## src/rtl/usb_token_rx.sv

```systemverilog
// USB token packet receiver: SYNC hunt, PID decode, 16-bit token capture, CRC5 checker control.
// Define USB_TOKEN_SOF_EN to also decode SOF packets (adds sof_valid and frame_num).
module usb_token_rx #(
  parameter int SYNC_LEN       = 8,
  parameter int TIMEOUT_CYCLES = 64
) (
  input  logic        clk,
  input  logic        n_rst,
  input  logic        d_bit,
  input  logic        bit_valid,
  input  logic        eop,
  input  logic        crc_pass,
  output logic        crc_clear,
  output logic        crc_serial,
  output logic        crc_shift_en,
  output logic        token_valid,
  output logic [3:0]  pid,
  output logic [6:0]  addr,
  output logic [3:0]  endp,
  output logic        pid_err,
  output logic        crc_err,
  output logic        frm_err
`ifdef USB_TOKEN_SOF_EN
  ,
  output logic        sof_valid,
  output logic [10:0] frame_num
`endif
);

  typedef enum logic [2:0] {
    S_IDLE,
    S_PID,
    S_DATA,
    S_CHECK,
    S_WAIT_EOP,
    S_IGNORE
  } state_t;

  localparam logic [7:0] TO_LAST = 8'(TIMEOUT_CYCLES - 1);

  state_t              state_reg;
  logic [SYNC_LEN-2:0] hist_reg;
  logic [SYNC_LEN-1:0] hist_next;
  logic [SYNC_LEN-1:0] sync_pattern;
  logic [6:0]          pid_sr_reg;
  logic [7:0]          pid_byte_next;
  logic [10:0]         data_sr_reg;
  logic [3:0]          bit_cnt_reg;
  logic [7:0]          to_cnt_reg;
  logic                crc_ok_reg;
  logic [3:0]          pid_shadow_reg;
  logic                pid_chk_ok;
  logic                is_token_pid;
  logic                timeout_hit;
  logic                pass_now;
`ifdef USB_TOKEN_SOF_EN
  logic                is_sof_reg;
`endif

  // SYNC pattern: SYNC_LEN-1 zeros followed by a one (newest bit in the LSB)
  genvar gi;
  generate
    for (gi = 0; gi < SYNC_LEN; gi++) begin : g_sync
      assign sync_pattern[gi] = (gi == 0);
    end
  endgenerate

  assign hist_next     = {hist_reg, d_bit};
  assign pid_byte_next = {d_bit, pid_sr_reg};
  assign pid_chk_ok    = (pid_byte_next[7:4] == ~pid_byte_next[3:0]);
  assign is_token_pid  = (pid_byte_next[3:0] == 4'b0001) ||
                         (pid_byte_next[3:0] == 4'b1001) ||
                         (pid_byte_next[3:0] == 4'b1101);
  assign timeout_hit   = (to_cnt_reg == TO_LAST);
  // An eop landing in CHECK is resolved with the live pass flag
  assign pass_now      = (state_reg == S_CHECK) ? crc_pass : crc_ok_reg;

  assign crc_clear    = (state_reg == S_IDLE) || (state_reg == S_PID);
  assign crc_shift_en = (state_reg == S_DATA) && bit_valid && !eop;
  assign crc_serial   = (state_reg == S_DATA) && d_bit;

  always_ff @(posedge clk) begin
    if (!n_rst) begin
      state_reg      <= S_IDLE;
      hist_reg       <= '0;
      pid_sr_reg     <= '0;
      data_sr_reg    <= '0;
      bit_cnt_reg    <= '0;
      to_cnt_reg     <= '0;
      crc_ok_reg     <= 1'b0;
      pid_shadow_reg <= '0;
      pid            <= '0;
      addr           <= '0;
      endp           <= '0;
      token_valid    <= 1'b0;
      pid_err        <= 1'b0;
      crc_err        <= 1'b0;
      frm_err        <= 1'b0;
`ifdef USB_TOKEN_SOF_EN
      is_sof_reg     <= 1'b0;
      sof_valid      <= 1'b0;
      frame_num      <= '0;
`endif
    end else begin
      token_valid <= 1'b0;
      pid_err     <= 1'b0;
      crc_err     <= 1'b0;
      frm_err     <= 1'b0;
`ifdef USB_TOKEN_SOF_EN
      sof_valid   <= 1'b0;
`endif
      to_cnt_reg  <= bit_valid ? 8'd0 : to_cnt_reg + 8'd1;

      case (state_reg)
        S_IDLE: begin
          to_cnt_reg <= '0;
          if (eop) begin
            hist_reg <= '0;
          end else if (bit_valid) begin
            if (hist_next == sync_pattern) begin
              hist_reg    <= '0;
              bit_cnt_reg <= '0;
              state_reg   <= S_PID;
            end else begin
              hist_reg <= hist_next[SYNC_LEN-2:0];
            end
          end
        end

        S_PID: begin
          if (eop) begin
            frm_err    <= 1'b1;
            to_cnt_reg <= '0;
            state_reg  <= S_IDLE;
          end else if (bit_valid) begin
            pid_sr_reg  <= pid_byte_next[7:1];
            bit_cnt_reg <= bit_cnt_reg + 4'd1;
            if (bit_cnt_reg == 4'd7) begin
              bit_cnt_reg <= '0;
              to_cnt_reg  <= '0;
              if (!pid_chk_ok) begin
                pid_err   <= 1'b1;
                state_reg <= S_IGNORE;
              end else if (is_token_pid) begin
                pid_shadow_reg <= pid_byte_next[3:0];
                data_sr_reg    <= '0;
                state_reg      <= S_DATA;
`ifdef USB_TOKEN_SOF_EN
                is_sof_reg     <= 1'b0;
              end else if (pid_byte_next[3:0] == 4'b0101) begin
                data_sr_reg    <= '0;
                is_sof_reg     <= 1'b1;
                state_reg      <= S_DATA;
`endif
              end else begin
                state_reg <= S_IGNORE;
              end
            end
          end else if (timeout_hit) begin
            frm_err    <= 1'b1;
            to_cnt_reg <= '0;
            state_reg  <= S_IDLE;
          end
        end

        S_DATA: begin
          if (eop) begin
            frm_err    <= 1'b1;
            to_cnt_reg <= '0;
            state_reg  <= S_IDLE;
          end else if (bit_valid) begin
            // Only addr/endp (or frame number) are kept; the CRC bits go to the checker alone
            if (bit_cnt_reg < 4'd11) begin
              data_sr_reg[bit_cnt_reg] <= d_bit;
            end
            bit_cnt_reg <= bit_cnt_reg + 4'd1;
            if (bit_cnt_reg == 4'd15) begin
              bit_cnt_reg <= '0;
              to_cnt_reg  <= '0;
              state_reg   <= S_CHECK;
            end
          end else if (timeout_hit) begin
            frm_err    <= 1'b1;
            to_cnt_reg <= '0;
            state_reg  <= S_IDLE;
          end
        end

        S_CHECK, S_WAIT_EOP: begin
          if (state_reg == S_CHECK) begin
            to_cnt_reg <= '0;
          end
          if (eop) begin
            to_cnt_reg <= '0;
            state_reg  <= S_IDLE;
            if (pass_now) begin
`ifdef USB_TOKEN_SOF_EN
              if (is_sof_reg) begin
                sof_valid <= 1'b1;
                frame_num <= data_sr_reg;
              end else
`endif
              begin
                token_valid <= 1'b1;
                pid         <= pid_shadow_reg;
                addr        <= data_sr_reg[6:0];
                endp        <= data_sr_reg[10:7];
              end
            end else begin
              crc_err <= 1'b1;
            end
          end else if (bit_valid) begin
            frm_err    <= 1'b1;
            to_cnt_reg <= '0;
            state_reg  <= S_IGNORE;
          end else if (state_reg == S_CHECK) begin
            crc_ok_reg <= crc_pass;
            state_reg  <= S_WAIT_EOP;
          end else if (timeout_hit) begin
            frm_err    <= 1'b1;
            to_cnt_reg <= '0;
            state_reg  <= S_IDLE;
          end
        end

        S_IGNORE: begin
          if (eop || (!bit_valid && timeout_hit)) begin
            to_cnt_reg <= '0;
            state_reg  <= S_IDLE;
          end
        end

        default: begin
          to_cnt_reg <= '0;
          state_reg  <= S_IDLE;
        end
      endcase
    end
  end

endmodule
```

## config.mk

```make
export PLATFORM = sky130hd
export DESIGN_NAME = usb_token_rx
export DESIGN_NICKNAME = d
export VERILOG_FILES = /design/src/rtl/usb_token_rx.sv
export SDC_FILE = /design/constraint.sdc
export NUM_CORES = 1
export LEC_CHECK = 0
export BUFFER_PORTS_ARGS = -buffer_cell sky130_fd_sc_hd__buf_2
export CAP_MARGIN = 30
export CELL_PAD_IN_SITES_DETAIL_PLACEMENT = 2
export CELL_PAD_IN_SITES_GLOBAL_PLACEMENT = 2
export CORE_MARGIN = 3
export CORE_UTILIZATION = 37
export DETAILED_ROUTE_END_ITERATION = 10
export MAX_ROUTING_LAYER = met4
export PLACE_DENSITY_LB_ADDON = 0.15
export SYNTH_ARGS = -nofsm -noshare
export SYNTH_HDL_FRONTEND = slang
export SYNTH_SLANG_ARGS = --single-unit
```

## constraint.sdc

```tcl
create_clock -name clk -period 2.4 [get_ports clk]
set_input_delay 0.12 -clock clk [delete_from_list [all_inputs] [get_ports clk]]
set_output_delay 0.12 -clock clk [all_outputs]
set_load 0.03 [all_outputs]
```

==> flow_summary_export.csv <==
group,metric,value,unit
outcome,outcome,"complete, no violations",
sta,setup-tns-final,0,ps
critical_path,crit_path_top_delay_cell,"dfxtp_1",
synthesis,syn_area_per_cell,9.08,um^2
clock_network,tritoncts,"yes",
synthesis,synthSimpleGateAreaFrac,23.3,%
sta,timing.final.setup_violations,0,
clock_network,cts-buffers-inserted,9,
floorplanning,floorplan.io_pins,28,
critical_path,slowest_stage_delay_on_critical_path,690,ps
pwr,power_density_over_the_cells,639,nW/um^2
sta,finalClockSkew,10.7,ps
synthesis,synth_ff_type,"dfxtp_1",
synthesis,synth_sequential_area_ratio,41.7,%
synthesis,ys_seq_elements,64,
clock_network,worst_setup_hold_path_clk_slew,80,ps
sta,fmax,466,MHz
detailed_routing,drcViolationCount,0,
floorplanning,start_util,38.9,%
clock_network,cts_root_buffer,"clkbuf_8",
floorplanning,placeableCoreArea,7890,um^2
placement,finalWeightedCongestion,0.837,
floorplanning,die_height,97.1,um
placement,place_hpwl,5920,um
layout,n_antenna_cell,0,
synthesis,compound_cell_area_share_of_the_yosys_netlist,16.3,%
critical_path,critical_path_arrival,2390,ps
placement,place_ws,234,ps
layout,largest_register_ff_count,11,
detailed_routing,postRouteAntennaNets,0,
clock_network,clk-insertion-delay-late,350,ps
clock_network,cts.hold.buffers_added,0,
layout,multiInputGateArea,1650,um^2
sta,max_slew.worst_pin.slew,628,ps
sta,timing.final.max_slew_violations,0,
layout,most_common_cell_after_layout_fill_and_taps_aside,"dfxtp_1",
synthesis,synthMuxAreaShare,8.15,%
layout,final.fill_count,876,
synthesis,synth_warnings,0,
flow_run,maxCapViolCount,0,
sta,final-hold-violation-count,0,
detailed_routing,1st_iter_drt_viols,94,
worst_hold_path,hold_path.class,"primary input to flop",
synthesis,syn-num-nets,349,
grt,antenna_violations_before_repair,0,
synthesis,library_cells_used_by_synthesis,61,
sta,timing.hold.ws,48.9,ps
grt,pin_count_of_the_biggest_net_entering_global_routing,25,
sta,setup_ws,253,ps
critical_path,path_max_fanout,17,
critical_path,cp.required,2640,ps
critical_path,crit_top_cell,"mux2i_1",
sta,final.period_utilization,89.5,%
placement,placement.io_buffers,27,
placement,dp_cells,456,
sta,worst_slew_margin_rel,58.0,%
floorplanning,design.die.area,9430,um^2
layout,post-route-util,44.5,%
floorplanning,rows,32,
clock_network,ctsHtreeMaxLevel,3,
synthesis,synth_top_family_by_area,"simple AND/OR/NAND/NOR gates",
synthesis,synthCells,338,
floorplanning,chipWidth,97.1,um
clock_network,cts-root-to-sink-buffers,2,
grt,globalRouteTotalUtil,19.2,%
detailed_routing,first_pass_iters,4,
layout,ff_latch_area,1280,um^2
layout,finalNonFillerCells,472,
clock_network,post_cts.resized_instances,0,
grt,grt_remaining_overflow,0,
layout,commonest_cells_after_routing_fill_and_taps_aside,"64 x dfxtp_1, 49 x nor2_1, 27 x buf_2",
grt,first_global_vias,2809,
critical_path,timing_worst_setup_path_type,"flop to flop",
critical_path,crit_path_cell_trace,"and3b_1 > mux2i_1 > nor2_4 > mux2i_1 > nor2_1",
grt,grt_pass1_wl,14300,um
layout,num-nets-final,376,
detailed_routing,routed_wire_length,8280,um
synthesis,synth_edf_count,0,
detailed_routing,via_per_inst,5.52,
detailed_routing,post_drt_wl_per_cell,17.5,um
critical_path,timing.critical_path.to_type,"flop",
layout,fraction_of_layout_cells_with_a_size_suffix_above_1,18.6,%
clock_network,cts.sinks,64,
layout,final_cell_area,3510,um^2
pwr,ir_drop,0.285,mV
pwr,leakagePower,1.38,nW
sta,fin_crit,2150,ps
synthesis,synth-xor-area-share,3.71,%
placement,placed_cell_area,3310,um^2
detailed_routing,num_vias,2605,
pwr,design_power_total,2.24,mW
synthesis,mappedNetlistArea,3070,um^2
synthesis,async_reset_ff_share,0,%
sta,rsz_0062_raised_after_global_routing,"false",
critical_path,r2r_slack,250,ps
clock_network,post-cts-setup-buffers,0,
layout,flow.area_growth_from_synthesis,14.3,%
critical_path,crit_path_start_kind,"flop",
synthesis,synth_fa_ha_area_share,2.04,%
## routing by layer
layer / wire (um) / vias up / global-route usage [%] / share of wire [%]
met4: 131 / 0 / 6.37 / 1.6
met5: 0 / - / - / 0
met3: 220 / 16 / 4.09 / 2.7
li1: - / 1253 / - / -
met2: 4220 / 27 / 33.1 / 51
met1: 3700 / 1309 / 22.4 / 45
## worst max-delay path: cells and delay by family, from the launching register on
family	cells	cell delay, ps
flops	1	690
mux	2	440
simple gates	3	900
## cell families after synthesis
logic type / after synthesis
flops: 64
compound gates: 65
simple gates: 135
xor+xnor: 13
mux: 25
buf+inv: 31
fa+ha+maj: 5
## cells in the mapped netlist, drive strengths merged, types with 3 or more instances
master | count | area [um^2]
nor2 | 51 | 201
and2 | 3 | 18.8
a21oi | 17 | 85.1
nor4b | 3 | 32.5
clkbuf | 14 | 52.6
a32o | 10 | 100
a22oi | 6 | 45.0
buf | 8 | 57.6
xor2 | 8 | 70.1
ha | 5 | 62.6
xnor2 | 5 | 43.8
nand2b | 4 | 25.0
nor2b | 16 | 100
a21boi | 3 | 22.5
nor3 | 8 | 51.3
inv | 8 | 30.0
dfxtp | 64 | 1280
nand2 | 15 | 56.3
nand3 | 20 | 105
mux2i | 25 | 250
o21ai | 6 | 30.0
## worst paths after layout
path	cells after the start	end	start
hold reg to reg	2	pid_shadow_reg[1]	pid_shadow_reg[1]
setup / recovery	5	addr[6]	state_reg[0]
hold / removal	3	crc_ok_reg	crc_pass
setup reg to reg	5	addr[6]	state_reg[0]
## power breakdown
part	switching [mW]	total, mW	internal [mW]	leakage [nW]
sequential	0.0207	1.09	1.07	0.516
clock	0.463	0.952	0.489	0.0964
combinational	0.133	0.200	0.0668	0.766
## final cells by class
type                    instances  area share, %
multi-input cells             243           46.9
flip-flops and latches         64           36.5
repair buffers                 38           6.20
well taps                     102           3.64
clock buffers                   9           3.53
clock inverters                 7           2.28
inverters                       9          0.963
Power figures use the tool's default switching activity.
